<file path="src/rtl/slm_line_streamer.sv">
// rtl/slm_line_streamer.sv - reads whole lines from the line FIFO and streams them to the SLM
// with start-of-frame/line and end-of-line markers, line counting and stall detection.
module slm_line_streamer #(
  parameter int unsigned DATA_W          = 32,
  parameter int unsigned WORDS_PER_LINE  = 64,
  parameter int unsigned LINES_PER_FRAME = 1024,
  parameter int unsigned LINE_CNT_W      = 11,
  parameter int unsigned GAP_CYCLES      = 4,
  parameter int unsigned TIMEOUT         = 4096
) (
  input  logic                  fpga_clk,
  input  logic                  reset_all,
  input  logic                  next_frame_rdy,
  input  logic                  line_of_data_available,
  output logic                  fifo_rd_en,
  input  logic [DATA_W-1:0]     fifo_rd_data,
  output logic [DATA_W-1:0]     slm_data,
  output logic                  slm_valid,
  output logic                  slm_sof,
  output logic                  slm_sol,
  output logic                  slm_eol,
  output logic [LINE_CNT_W-1:0] line_count,
  output logic                  frame_done,
  output logic                  underrun_err
);

  localparam int unsigned WAIT_W = (TIMEOUT > 2) ? $clog2(TIMEOUT) : 1;
  localparam int unsigned GAP_W  = $clog2(GAP_CYCLES + 1);

  typedef enum logic [2:0] {
    S_IDLE,
    S_WAIT_LINE,
    S_READ_LINE,
    S_LINE_GAP,
    S_FRAME_END
  } state_t;

  state_t                state_q, state_d;
  logic [6:0]            word_cnt_q, word_cnt_d;
  logic [LINE_CNT_W-1:0] lines_issued_q, lines_issued_d;
  logic [WAIT_W-1:0]     wait_cnt_q, wait_cnt_d;
  logic [GAP_W-1:0]      gap_cnt_q, gap_cnt_d;
  logic                  fifo_rd_en_q, fifo_rd_en_d;
  logic [DATA_W-1:0]     slm_data_q, slm_data_d;
  logic                  slm_valid_q, slm_valid_d;
  logic                  slm_sof_q, slm_sof_d;
  logic                  slm_sol_q, slm_sol_d;
  logic                  slm_eol_q, slm_eol_d;
  logic [LINE_CNT_W-1:0] line_count_q, line_count_d;
  logic                  frame_done_q, frame_done_d;
  logic                  underrun_q, underrun_d;

  logic last_word;
  logic last_line;

  assign last_word = (word_cnt_q == 7'(WORDS_PER_LINE - 1));
  assign last_line = (lines_issued_q == LINE_CNT_W'(LINES_PER_FRAME - 1));

  always_comb begin
    state_d        = state_q;
    word_cnt_d     = word_cnt_q;
    lines_issued_d = lines_issued_q;
    wait_cnt_d     = '0;
    gap_cnt_d      = '0;
    fifo_rd_en_d   = 1'b0;
    slm_data_d     = slm_data_q;
    slm_valid_d    = 1'b0;
    slm_sof_d      = 1'b0;
    slm_sol_d      = 1'b0;
    slm_eol_d      = 1'b0;
    line_count_d   = line_count_q;
    frame_done_d   = 1'b0;
    underrun_d     = underrun_q;

    // The FIFO word for the current strobe is sampled at the same edge that ends the read cycle.
    if (fifo_rd_en_q) begin
      slm_valid_d = 1'b1;
      slm_data_d  = fifo_rd_data;
      slm_sol_d   = (word_cnt_q == '0);
      slm_eol_d   = last_word;
      slm_sof_d   = (word_cnt_q == '0) && (lines_issued_q == '0);
    end

    if (slm_eol_q && (line_count_q != LINE_CNT_W'(LINES_PER_FRAME))) begin
      line_count_d = line_count_q + 1'b1;
    end

    case (state_q)
      S_IDLE: begin
        if (next_frame_rdy) begin
          state_d        = S_WAIT_LINE;
          line_count_d   = '0;
          lines_issued_d = '0;
        end
      end
      S_WAIT_LINE: begin
        if (line_of_data_available) begin
          state_d      = S_READ_LINE;
          fifo_rd_en_d = 1'b1;
          word_cnt_d   = '0;
        end else if (wait_cnt_q == WAIT_W'(TIMEOUT - 1)) begin
          state_d      = S_IDLE;
          underrun_d   = 1'b1;
          line_count_d = '0;
        end else begin
          wait_cnt_d = wait_cnt_q + 1'b1;
        end
      end
      S_READ_LINE: begin
        if (last_word) begin
          word_cnt_d     = '0;
          lines_issued_d = lines_issued_q + 1'b1;
          if (last_line) begin
            state_d      = S_FRAME_END;
            frame_done_d = 1'b1;
          end else begin
            state_d = S_LINE_GAP;
          end
        end else begin
          word_cnt_d   = word_cnt_q + 1'b1;
          fifo_rd_en_d = 1'b1;
        end
      end
      S_LINE_GAP: begin
        if (gap_cnt_q == GAP_W'(GAP_CYCLES - 1)) begin
          state_d = S_WAIT_LINE;
        end else begin
          gap_cnt_d = gap_cnt_q + 1'b1;
        end
      end
      S_FRAME_END: begin
        state_d = S_IDLE;
      end
      default: begin
        state_d = S_IDLE;
      end
    endcase
  end

  always_ff @(posedge fpga_clk) begin
    if (reset_all) begin
      state_q        <= S_IDLE;
      word_cnt_q     <= '0;
      lines_issued_q <= '0;
      wait_cnt_q     <= '0;
      gap_cnt_q      <= '0;
      fifo_rd_en_q   <= 1'b0;
      slm_data_q     <= '0;
      slm_valid_q    <= 1'b0;
      slm_sof_q      <= 1'b0;
      slm_sol_q      <= 1'b0;
      slm_eol_q      <= 1'b0;
      line_count_q   <= '0;
      frame_done_q   <= 1'b0;
      underrun_q     <= 1'b0;
    end else begin
      state_q        <= state_d;
      word_cnt_q     <= word_cnt_d;
      lines_issued_q <= lines_issued_d;
      wait_cnt_q     <= wait_cnt_d;
      gap_cnt_q      <= gap_cnt_d;
      fifo_rd_en_q   <= fifo_rd_en_d;
      slm_data_q     <= slm_data_d;
      slm_valid_q    <= slm_valid_d;
      slm_sof_q      <= slm_sof_d;
      slm_sol_q      <= slm_sol_d;
      slm_eol_q      <= slm_eol_d;
      line_count_q   <= line_count_d;
      frame_done_q   <= frame_done_d;
      underrun_q     <= underrun_d;
    end
  end

  assign fifo_rd_en   = fifo_rd_en_q;
  assign slm_data     = slm_data_q;
  assign slm_valid    = slm_valid_q;
  assign slm_sof      = slm_sof_q;
  assign slm_sol      = slm_sol_q;
  assign slm_eol      = slm_eol_q;
  assign line_count   = line_count_q;
  assign frame_done   = frame_done_q;
  assign underrun_err = underrun_q;

endmodule

</file>
<file path="config.mk">
export PLATFORM = sky130hd
export DESIGN_NAME = slm_line_streamer
export DESIGN_NICKNAME = d
export VERILOG_FILES = /design/src/rtl/slm_line_streamer.sv
export SDC_FILE = /design/constraint.sdc
export NUM_CORES = 1
export LEC_CHECK = 0
export ABC_AREA = 1
export ABC_CLOCK_PERIOD_IN_PS = 4200
export CAP_MARGIN = 10
export CORE_MARGIN = 5
export CORE_UTILIZATION = 28
export CTS_BUF_LIST = sky130_fd_sc_hd__clkbuf_4 sky130_fd_sc_hd__clkbuf_8 sky130_fd_sc_hd__clkbuf_16
export DETAILED_ROUTE_END_ITERATION = 16
export PLACE_DENSITY_LB_ADDON = 0.08
export SYNTH_ARGS = -nofsm -noshare
export SYNTH_HDL_FRONTEND = slang
export SYNTH_SLANG_ARGS = --single-unit
export TNS_END_PERCENT = 50
</file>
<file path="constraint.sdc">
create_clock -name fpga_clk -period 4.2 [get_ports fpga_clk]
set_input_delay 0.84 -clock fpga_clk [delete_from_list [all_inputs] [get_ports fpga_clk]]
set_output_delay 0.84 -clock fpga_clk [all_outputs]
set_load 0.01 [all_outputs]
</file>
==> summary.md, run 1 <==
| Metric | Value |
|---|---|
| Crit Path Category | `flip-flop to primary output` |
| Initial DRC count | `136` |
| Netlist cell types | `42` |
| Prevailing post-synth register cell | `dfxtp_1` |
| Later-pin clock latency in the skew report | `0.34 ns` |
| Async set-reset flop share out of synthesis | `0%` |
| Post-synth EDFFs | `0` |
| Count leader, synth | `nor2_1` |
| Final worst path period share | `62.8%` |
| CTS Buf Count | `9` |
| Initial Utilization | `28.7%` |
| Io pins | `86` |
| Clk buf depth | `2` |
| Core area | `13,300 um2` |
| Clock Skew | `approximately 0.006 ns` |
| Final slew viol count | `0` |
| ANT cells | `0` |
| CP endpoint kind | `primary output` |
| Root buf cell | `clkbuf_16` |
| WL per Instance | `12.1 um` |
| Setup violators final | `0` |
| Mapped Area | `about 3800 um2` |
| Critical path buffer and inverter count | `2` |
| Worst-path cell chain | `buf_4 -> clkdlybuf4s50_1` |
| Area Overhead vs Synth | `34.9%` |
| Worst vdd ir | `~0.00023 V` |
| Cells after DPL | `749` |
| Die ar. | `around 16,000 um2` |
| Hold WC Path Type | `flip-flop to flip-flop` |
| CTS-repair resized insts | `0` |
| Vias per Instance | `4.34` |
| Setup repair after global routing missed its margin | `no` |
| # clock sinks | `86` |
| Synth top area share | `between 40% and 50%` |
| Crit path max-delay cell type | `clkdlybuf4s50_1` |
| Power density cells | `493 nW/um2` |
| Share of layout cells above drive strength 1 | `11.4%` |
| Largest stage delay, worst path | `approximately 0.58 ns` |
| Final-report hold violation count | `0` |
| Final Util | `38.8%` |
| Cts hold-fix bufs | `0` |
| Syn nets | `543` |
| Port buffer count | `between 80 and 90` |
| Sequential fraction of the synthesis area | `a little under half` |
| Hpwl dp | `6690 um` |
| Clk slew on worst S/H paths | `0.06 ns` |
| DRT antenna net count | `0` |
| Number of synthesized register bits | `86` |
| Row cnt | `42` |
| Largest cells by area after synthesis | `dfxtp_1, nor2_1, nand2_1` |
| Worst endpoint data arrival time | `1.80 ns` |
| Max_cap viols | `0` |
| Fmax | `~0.38 GHz` |
| Critical Path RT | `around 3.4 ns` |
| CTS tree | `done` |
| Largest net degree at the start of global routing | `41` |
| DP Area | `4860 um2` |
| Slew @ Worst Pin | `0.962 ns` |
| Placer Congestion | `between 0.7 and 0.8` |
| Tot GR Track Use | `11.8%` |
| Pleak | `2.05 nW` |
| Final min period | `between 2 and 3 ns` |
| Die height | `127 um` |
| Synth Area per Inst | `7.67 um2` |
| Ys Warns | `0` |
| DRT Pass-1 Iters | `4` |
| Net count, final | `629` |
| Largest delay share family, worst path | `buffers and inverters` |
| # DRC | `0` |
| H-tree depth | `3` |
| Die Span X | `~130 um` |
| Filler cell count | `1,406` |
| Setup TNS | `0 ns` |
| Top post-synthesis cells by count | `nor2_1, dfxtp_1, nand2_1` |
| Relative slew slack | `a little over a third` |
| Yosys top cell by area | `dfxtp_1` |
| Non-Filler Instances | `764` |
| Post-Synthesis Cells | `approximately 500` |
| Status | `finished, final reports clean` |
| Vias in the first global route | `3,191` |
| Crit-path max FO | `22` |
| Post-CTS setup repair buffer count | `0` |
| Initial antenna violation count | `0` |
| DR vias | `3,316` |
| First-pass GRT wire length | `between 15,000 and 20,000 um` |
| Design Area, Final | `5150 um2` |
| Overflow after GRT | `0` |
| Worst Setup Start Kind | `flip-flop` |
| Total power | `roughly 2.5 mW` |
| Routed WL | `9260 um` |
==> sequential cells by signal, indices dropped and copies added, names as in the netlist, 3 cells and up <==
signal / flops
slm_data: 32
wait_cnt_q: 12
line_count: 11
lines_issued_q: 11
word_cnt_q: 7
gap_cnt_q: 3
state_q: 3
==> metal layers <==
metal / track usage (%) / up-vias / routed length, um
li1: - / 1761 / -
met1: 14.5 / 1473 / 4260
met2: 17.8 / 73 / 4020
met3: 6.47 / 9 / 877
met4: 3.60 / 0 / 101
met5: 0 / - / 0
==> worst paths after layout <==
check / end / depth (start not counted) / slack, ns / from
setup / recovery: fifo_rd_en / 2 / 1.56 / fifo_rd_en
hold / removal: gap_cnt_q[0] / 1 / 0.42 / gap_cnt_q[0]
setup reg to reg: slm_sof / 4 / 1.95 / fifo_rd_en
hold reg to reg: gap_cnt_q[0] / 1 / 0.42 / gap_cnt_q[0]
==> power breakdown <==
group / total, mW / switching (mW) / internal, mW
Sequential: 1.00 / 0.0715 / 0.930
Combinational: 0.723 / 0.413 / 0.311
Clock: 0.815 / 0.314 / 0.501
==> worst reg2reg max path, stage by stage, from the launching register on <==
cell      delay (ns)
dfxtp_1         0.56
clkinv_1        0.88
nor2_1          0.37
nand2_1         0.11
nor4_1          0.25
==> placed cells by master (no fill, tap or decap), types with 5 or more instances in the layout <==
| cell | instances |
|---|---|
| xor2_1 | 6 |
| a21oi_1 | 17 |
| nor3_1 | 10 |
| inv_2 | 5 |
| nand3_1 | 21 |
| dfxtp_1 | 86 |
| nand2_4 | 6 |
| nand2_2 | 10 |
| nand4_1 | 6 |
| o21ai_0 | 36 |
| a21oi_2 | 7 |
| ha_1 | 9 |
| inv_1 | 45 |
| nor2_2 | 5 |
| clkdlybuf4s50_1 | 85 |
| nand2_1 | 64 |
| nor2_1 | 115 |
| clkbuf_16 | 9 |
==> cell families after synthesis <==
logic type | count (synthesis) | share of synthesized area, %
flops | 86 | 45.1
xor+xnor | 10 | 2.29
buf+inv | 65 | 6.78
fa+ha+maj | 9 | 2.95
compound gates | 68 | 10.1
simple gates | 260 | 32.8
==> stage by stage <==
| stage | setup WS (ns) | hold slack, ns |
|---|---|---|
| after global routing | 1.46 | 0.455 |
| after global placement | 1.62 | 0.405 |
| after floorplan | 2.47 | 0.397 |
| after detailed placement | 1.60 | 0.418 |
| final | 1.56 | 0.421 |
| after CTS | 1.53 | 0.427 |
==> final cells by class <==
| type | instances | area, um2 | share of cell area (%) |
|---|---|---|---|
| clock buffer | 14 | 269 | 5.22 |
| sequential | 86 | 1720 | 33.4 |
| inverter | 52 | 200 | 3.88 |
| timing repair buffer | 88 | 873 | 16.9 |
| clock inverter | 1 | 30.0 | 0.583 |
| tap | 176 | 220 | 4.27 |
| multi-input combinational | 347 | 1840 | 35.7 |
(Power assumes the default switching activity.)
==> inputs of run 2 (changes only) <==
--- a/config.mk
+++ b/config.mk
@@ -6,7 +6,7 @@
 export NUM_CORES = 1
 export LEC_CHECK = 0
 export ABC_AREA = 1
-export ABC_CLOCK_PERIOD_IN_PS = 4200
+export ABC_CLOCK_PERIOD_IN_PS = 2300
 export CAP_MARGIN = 10
 export CORE_MARGIN = 5
 export CORE_UTILIZATION = 28
==> constraint.sdc (replaced) <==
create_clock -name fpga_clk -period 2.3 [get_ports fpga_clk]
set_input_delay 0.46 -clock fpga_clk [delete_from_list [all_inputs] [get_ports fpga_clk]]
set_output_delay 0.46 -clock fpga_clk [all_outputs]
set_load 0.01 [all_outputs]
==> summary.md, run 2 (synthesis results as in run 1) <==
| Metric | Value |
|---|---|
| Hpwl dp | `6840 um` |
| Clock Skew | `0.00553 ns` |
| Total power | `4.50 mW` |
| Initial Utilization | `28.7%` |
| Placer Congestion | `0.800` |
| Io pins | `86` |
| Slew @ Worst Pin | `0.382 ns` |
| Vias per Instance | `4.40` |
| DRT antenna net count | `0` |
| # DRC | `0` |
| Crit Path Category | `flip-flop to primary output` |
| Worst reg2reg startpoint | `wait_cnt_q[0]` |
| Cts hold-fix bufs | `0` |
| Net count, final | `631` |
| Critical hold path startpoint | `gap_cnt_q[0]` |
| Die ar. | `16,100 um2` |
| Critical Path RT | `roughly 1.8 ns` |
| Max reg flops | `32` |
| CP endpoint kind | `primary output` |
| Row cnt | `42` |
| Power density cells | `876 nW/um2` |
| Fmax | `0.551 GHz` |
| ANT cells | `0` |
| Port buffer count | `85` |
| Initial antenna violation count | `0` |
| Area Overhead vs Synth | `34.4%` |
| Sequential Power Share | `40.5%` |
| First-pass GRT wire length | `16,100 um` |
| Post-CTS setup repair buffer count | `0` |
| P_int | `between 3 and 4 mW` |
| Final slew viol count | `0` |
| Clock power frac | `between 20% and 30%` |
| H-tree depth | `3` |
| Max_cap viols | `0` |
| Tot GR Track Use | `12.4%` |
| Share of layout cells above drive strength 1 | `11.5%` |
| Crit path max-delay cell type | `clkdlybuf4s50_1` |
| Status | `finished, final reports clean` |
| Overflow after GRT | `0` |
| Net Sw Power | `1.46 mW` |
| Combinational share of power | `between 20 and 30%` |
| Commonest non-fill, non-tap cells in the layout | `nor2_1, dfxtp_1, clkdlybuf4s50_1` |
| Later-pin clock latency in the skew report | `approximately 0.34 ns` |
| Critical path buffer and inverter count | `1` |
| Commonest non-fill, non-tap cell in the layout | `nor2_1` |
| CTS-repair resized insts | `0` |
| Sw frac | `32.5%` |
| Crit. Startpoint | `line_count[5]` |
| Worst slack, placed | `0.386 ns` |
| Root buf cell | `clkbuf_16` |
| Worst-path cell chain | `clkdlybuf4s50_1` |
| Clk buf depth | `2` |
| Clk slew on worst S/H paths | `0.06 ns` |
| Die Span X | `127 um` |
| Routed WL | `9450 um` |
| CTS Buf Count | `9` |
| FF-to-FF setup slack | `0.62 ns` |
| Final WS setup | `0.484 ns` |
| Relative slew slack | `between 70% and 80%` |
| Vias in the first global route | `3,358` |
| Setup violators final | `0` |
| Worst Setup Start Kind | `flip-flop` |
| Final worst path period share | `about four fifths` |
| CTS tree | `done` |
| Setup repair after global routing missed its margin | `no` |
| Worst vdd ir | `approximately 0.00036 V` |
| Core area | `13,300 um2` |
| Worst endpoint data arrival time | `1.36 ns` |
| Hold WC Path Type | `flip-flop to flip-flop` |
| Setup TNS | `0 ns` |
| Final min period | `1.82 ns` |
| DRT Pass-1 Iters | `4` |
| Crit-path max FO | `6` |
| Initial DRC count | `138` |
| Final-report hold violation count | `0` |
| Largest net degree at the start of global routing | `34` |
| DR vias | `3,366` |
| Die height | `127 um` |
| WL per Instance | `12.3 um` |
| Largest stage delay, worst path | `0.58 ns` |
| Largest delay share family, worst path | `buffers and inverters` |
| # clock sinks | `86` |
| Pleak | `2.04 nW` |
==> run 2: cell types whose count changed in the layout (fill, tap and decap cells not counted) <==
cell / change
buf_4: +2
bufinv_16: -1
clkinv_2: +2
clkbuf_4: -2
==> run 2: worst reg2reg max path, cell delays in order (launching register included) <==
cell     delay (ns)
dfxtp_1        0.37
ha_1           0.22
nand3_2        0.12
nor2_4         0.14
nand2_4        0.08
nor2_8         0.15
nand4_2        0.15
nand2_4        0.17
inv_2          0.08
nand3_1        0.06
nor2_1         0.04
==> run 2: final timing paths <==
kind	depth (start not counted)	to
worst max-delay path	1	line_count[5]
worst min-delay path	1	gap_cnt_q[0]
worst max register to register	10	line_count[8]
worst min register to register	1	gap_cnt_q[0]
==> run 2: power groups by stage <==
stage,logic (mW),clock network (mW),registers (mW)
finish,1.35,1.33,1.82
global route,1.51,1.46,1.85
CTS,1.37,1.41,1.82
detailed placement,1.37,0,1.85
global placement,1.37,0,1.84
floorplan,0.687,0,1.92
==> run 2: cell type report <==
| class | instances | area, um2 |
|---|---|---|
| clock buffer | 12 | 254 |
| clock inverter | 2 | 10.0 |
| fill | 1389 | 8160 |
| inverter | 52 | 200 |
| multi-input combinational | 347 | 1840 |
| sequential | 86 | 1720 |
| tap | 176 | 220 |
| timing repair buffer | 90 | 888 |
==> run 2: stage by stage <==
| stage | util [%] | instances | hold WS, ns | area [um2] |
|---|---|---|---|---|
| floorplan | - | 498 | 0.397 | 3820 |
| global placement | 36.6 | 751 | 0.405 | 4870 |
| detailed placement | 36.6 | 751 | 0.418 | 4870 |
| CTS | 38.6 | 765 | 0.427 | 5130 |
| global route | 38.6 | 765 | 0.461 | 5130 |
| finish | 38.6 | 765 | 0.421 | 5130 |
==> run 2: layer usage <==
metal	vias up	track usage [%]	share of wire [%]
met5	-	0	0
met4	0	3.60	1.1
met3	8	5.93	7.9
met2	72	19.6	45
met1	1522	14.9	46
li1	1764	-	-
==> inputs of run 3 (changes only) <==
--- a/config.mk
+++ b/config.mk
@@ -6,7 +6,7 @@
 export NUM_CORES = 1
 export LEC_CHECK = 0
 export ABC_AREA = 1
-export ABC_CLOCK_PERIOD_IN_PS = 2300
+export ABC_CLOCK_PERIOD_IN_PS = 1800
 export CAP_MARGIN = 10
 export CORE_MARGIN = 5
 export CORE_UTILIZATION = 28
==> constraint.sdc (replaced) <==
create_clock -name fpga_clk -period 1.8 [get_ports fpga_clk]
set_input_delay 0.36 -clock fpga_clk [delete_from_list [all_inputs] [get_ports fpga_clk]]
set_output_delay 0.36 -clock fpga_clk [all_outputs]
set_load 0.01 [all_outputs]
==> summary.md, run 3 (synthesis results as in run 1) <==
| Metric | Value |
|---|---|
| Io pins | `86` |
| WL per Instance | `12.2 um` |
| Slew @ Worst Pin | `0.394 ns` |
| Later-pin clock latency in the skew report | `0.34 ns` |
| DRT antenna net count | `0` |
| Pleak | `about 2.1 nW` |
| Setup violators final | `0` |
| Routed WL | `9420 um` |
| Final-report hold violation count | `0` |
| End of the worst hold path | `gap_cnt_q[0]` |
| Net count, final | `638` |
| Port buffer count | `85` |
| Largest net degree at the start of global routing | `37` |
| Hpwl dp | `between 6000 and 7000 um` |
| Power density cells | `1130 nW/um2` |
| Max_cap viols | `0` |
| Vias in the first global route | `3,480` |
| Clock power frac | `30.7%` |
| # DRC | `0` |
| P_int | `3.97 mW` |
| Combinational share of power | `29.9%` |
| Hold WC Path Type | `flip-flop to flip-flop` |
| Worst reg2reg startpoint | `wait_cnt_q[0]` |
| Crit-path max FO | `6` |
| Worst-path cell chain | `clkdlybuf4s50_1` |
| Initial DRC count | `roughly 170` |
| Initial antenna violation count | `0` |
| Area of the multi-input gates | `~1800 um2` |
| Worst endpoint data arrival time | `1.36 ns` |
| Final min period | `roughly 1.7 ns` |
| Core area | `13,300 um2` |
| First-pass GRT wire length | `about 16,000 um` |
| Clock Skew | `0.0113 ns` |
| Post-CTS setup repair buffer count | `0` |
| Reg2Reg Depth | `10` |
| Critical path buffer and inverter count | `1` |
| Die height | `about 130 um` |
| Critical Path RT | `1.44 ns` |
| Total power | `~6 mW` |
| Non-Filler Instances | `774` |
| Share of layout cells above drive strength 1 | `13.2%` |
| Max reg flops | `32` |
| Commonest non-fill, non-tap cells in the layout | `nor2_1, dfxtp_1, clkdlybuf4s50_1` |
| Sw frac | `approximately 33%` |
| Final slew viol count | `0` |
| H-tree depth | `3` |
| Row cnt | `42` |
| Largest stage delay, worst path | `0.58 ns` |
| ANT cells | `0` |
| Vias per Instance | `4.40` |
| DR vias | `3,406` |
| Placer Congestion | `between 0.7 and 0.8` |
| CTS Buf Count | `9` |
| Worst hold margin | `0.418 ns` |
| CTS tree | `done` |
| Clk buf depth | `2` |
| Root buf cell | `clkbuf_16` |
| Die ar. | `16,100 um2` |
| Clk slew on worst S/H paths | `about 0.07 ns` |
| Overflow after GRT | `0` |
| Initial Utilization | `28.7%` |
| Cells after DPL | `approximately 760` |
| Crit path max-delay cell type | `clkdlybuf4s50_1` |
| Final Util | `39.3%` |
| Crit Path Category | `flip-flop to primary output` |
| Worst reg2reg path endpoint | `line_count[10]` |
| Die Span X | `127 um` |
| DRT Pass-1 Iters | `5` |
| Net Sw Power | `1.94 mW` |
| Setup TNS | `0 ns` |
| Setup repair after global routing missed its margin | `no` |
| Fmax | `0.583 GHz` |
| Largest delay share family, worst path | `buffers and inverters` |
| FF-to-FF setup slack | `~0.16 ns` |
| Filler cell count | `1,363` |
| Sequential Power Share | `39.4%` |
| Register area | `1720 um2` |
| Commonest non-fill, non-tap cell in the layout | `nor2_1` |
| Status | `finished, final reports clean` |
| Hold Path Cell Cnt | `1` |
| Worst Setup Start Kind | `flip-flop` |
| Tot GR Track Use | `between 10% and 20%` |
| Area Overhead vs Synth | `36.6%` |
| Relative slew slack | `73.6%` |
| # clock sinks | `86` |
| Critical hold path startpoint | `gap_cnt_q[0]` |
| CP endpoint kind | `primary output` |
| Worst vdd ir | `0.000475 V` |
| Final worst path period share | `roughly 95%` |
## run 3: cell count changes in the layout (fill, tap and decap cells not counted), sizes merged
cell	previous run	this run
buf	5	12
clkinvlp	0	3
clkinv	4	3
## run 3: metal layers
metal | vias up | part of all wire (%) | GRT usage [%]
li1 | 1790 | - | -
met1 | 1528 | 46 | 14.8
met2 | 79 | 44 | 19.1
met3 | 9 | 8.6 | 5.80
met4 | 0 | 1.3 | 4.42
met5 | - | 0 | 0
## run 3: power by group through the flow
| stage | combinational, mW | sequential [mW] | clock [mW] |
|---|---|---|---|
| 2_1_floorplan | 0.878 | 2.45 | 0 |
| 3_5_place_dp | 1.79 | 2.36 | 0 |
| 3_3_place_gp | 1.80 | 2.35 | 0 |
| 4_1_cts | 1.80 | 2.33 | 1.89 |
| 6_report | 1.76 | 2.33 | 1.81 |
| 5_1_grt | 1.98 | 2.37 | 1.98 |
## run 3: stage by stage
step                setup WS [ns]  instance area [um2]
finish                     0.0847                 5220
global route              0.00901                 5220
CTS                        0.0631                 5220
detailed placement          0.124                 4920
global placement            0.115                 4920
floorplan                   0.336                 3820
## run 3: what timing repair did
item | CTS | global route
hold buffers | 0 | 0
setup endpoints to repair | 0 | 2
gates resized for setup | 0 | 2
endpoints found under the hold margin | 0 | 0
## run 3: how the worst max path moves through the flow
stage | startpoint | end | depth (start not counted)
floorplan | wait_cnt_q[0] | wait_cnt_q[6] | 9
global placement | reset_all | wait_cnt_q[6] | 5
detailed placement | next_frame_rdy | lines_issued_q[1] | 7
CTS | line_count[2] | line_count[2] | 1
global route | line_count[2] | line_count[2] | 1
finish | line_count[2] | line_count[2] | 1
## run 3: area by class of cell
type | instances | area share (%)
clock buffer | 12 | 4.98
clock inverter | 4 | 0.599
inverter | 52 | 3.83
multi-input combinational | 347 | 35.3
sequential | 86 | 33.0
tap | 176 | 4.22
timing repair buffer | 97 | 18.0
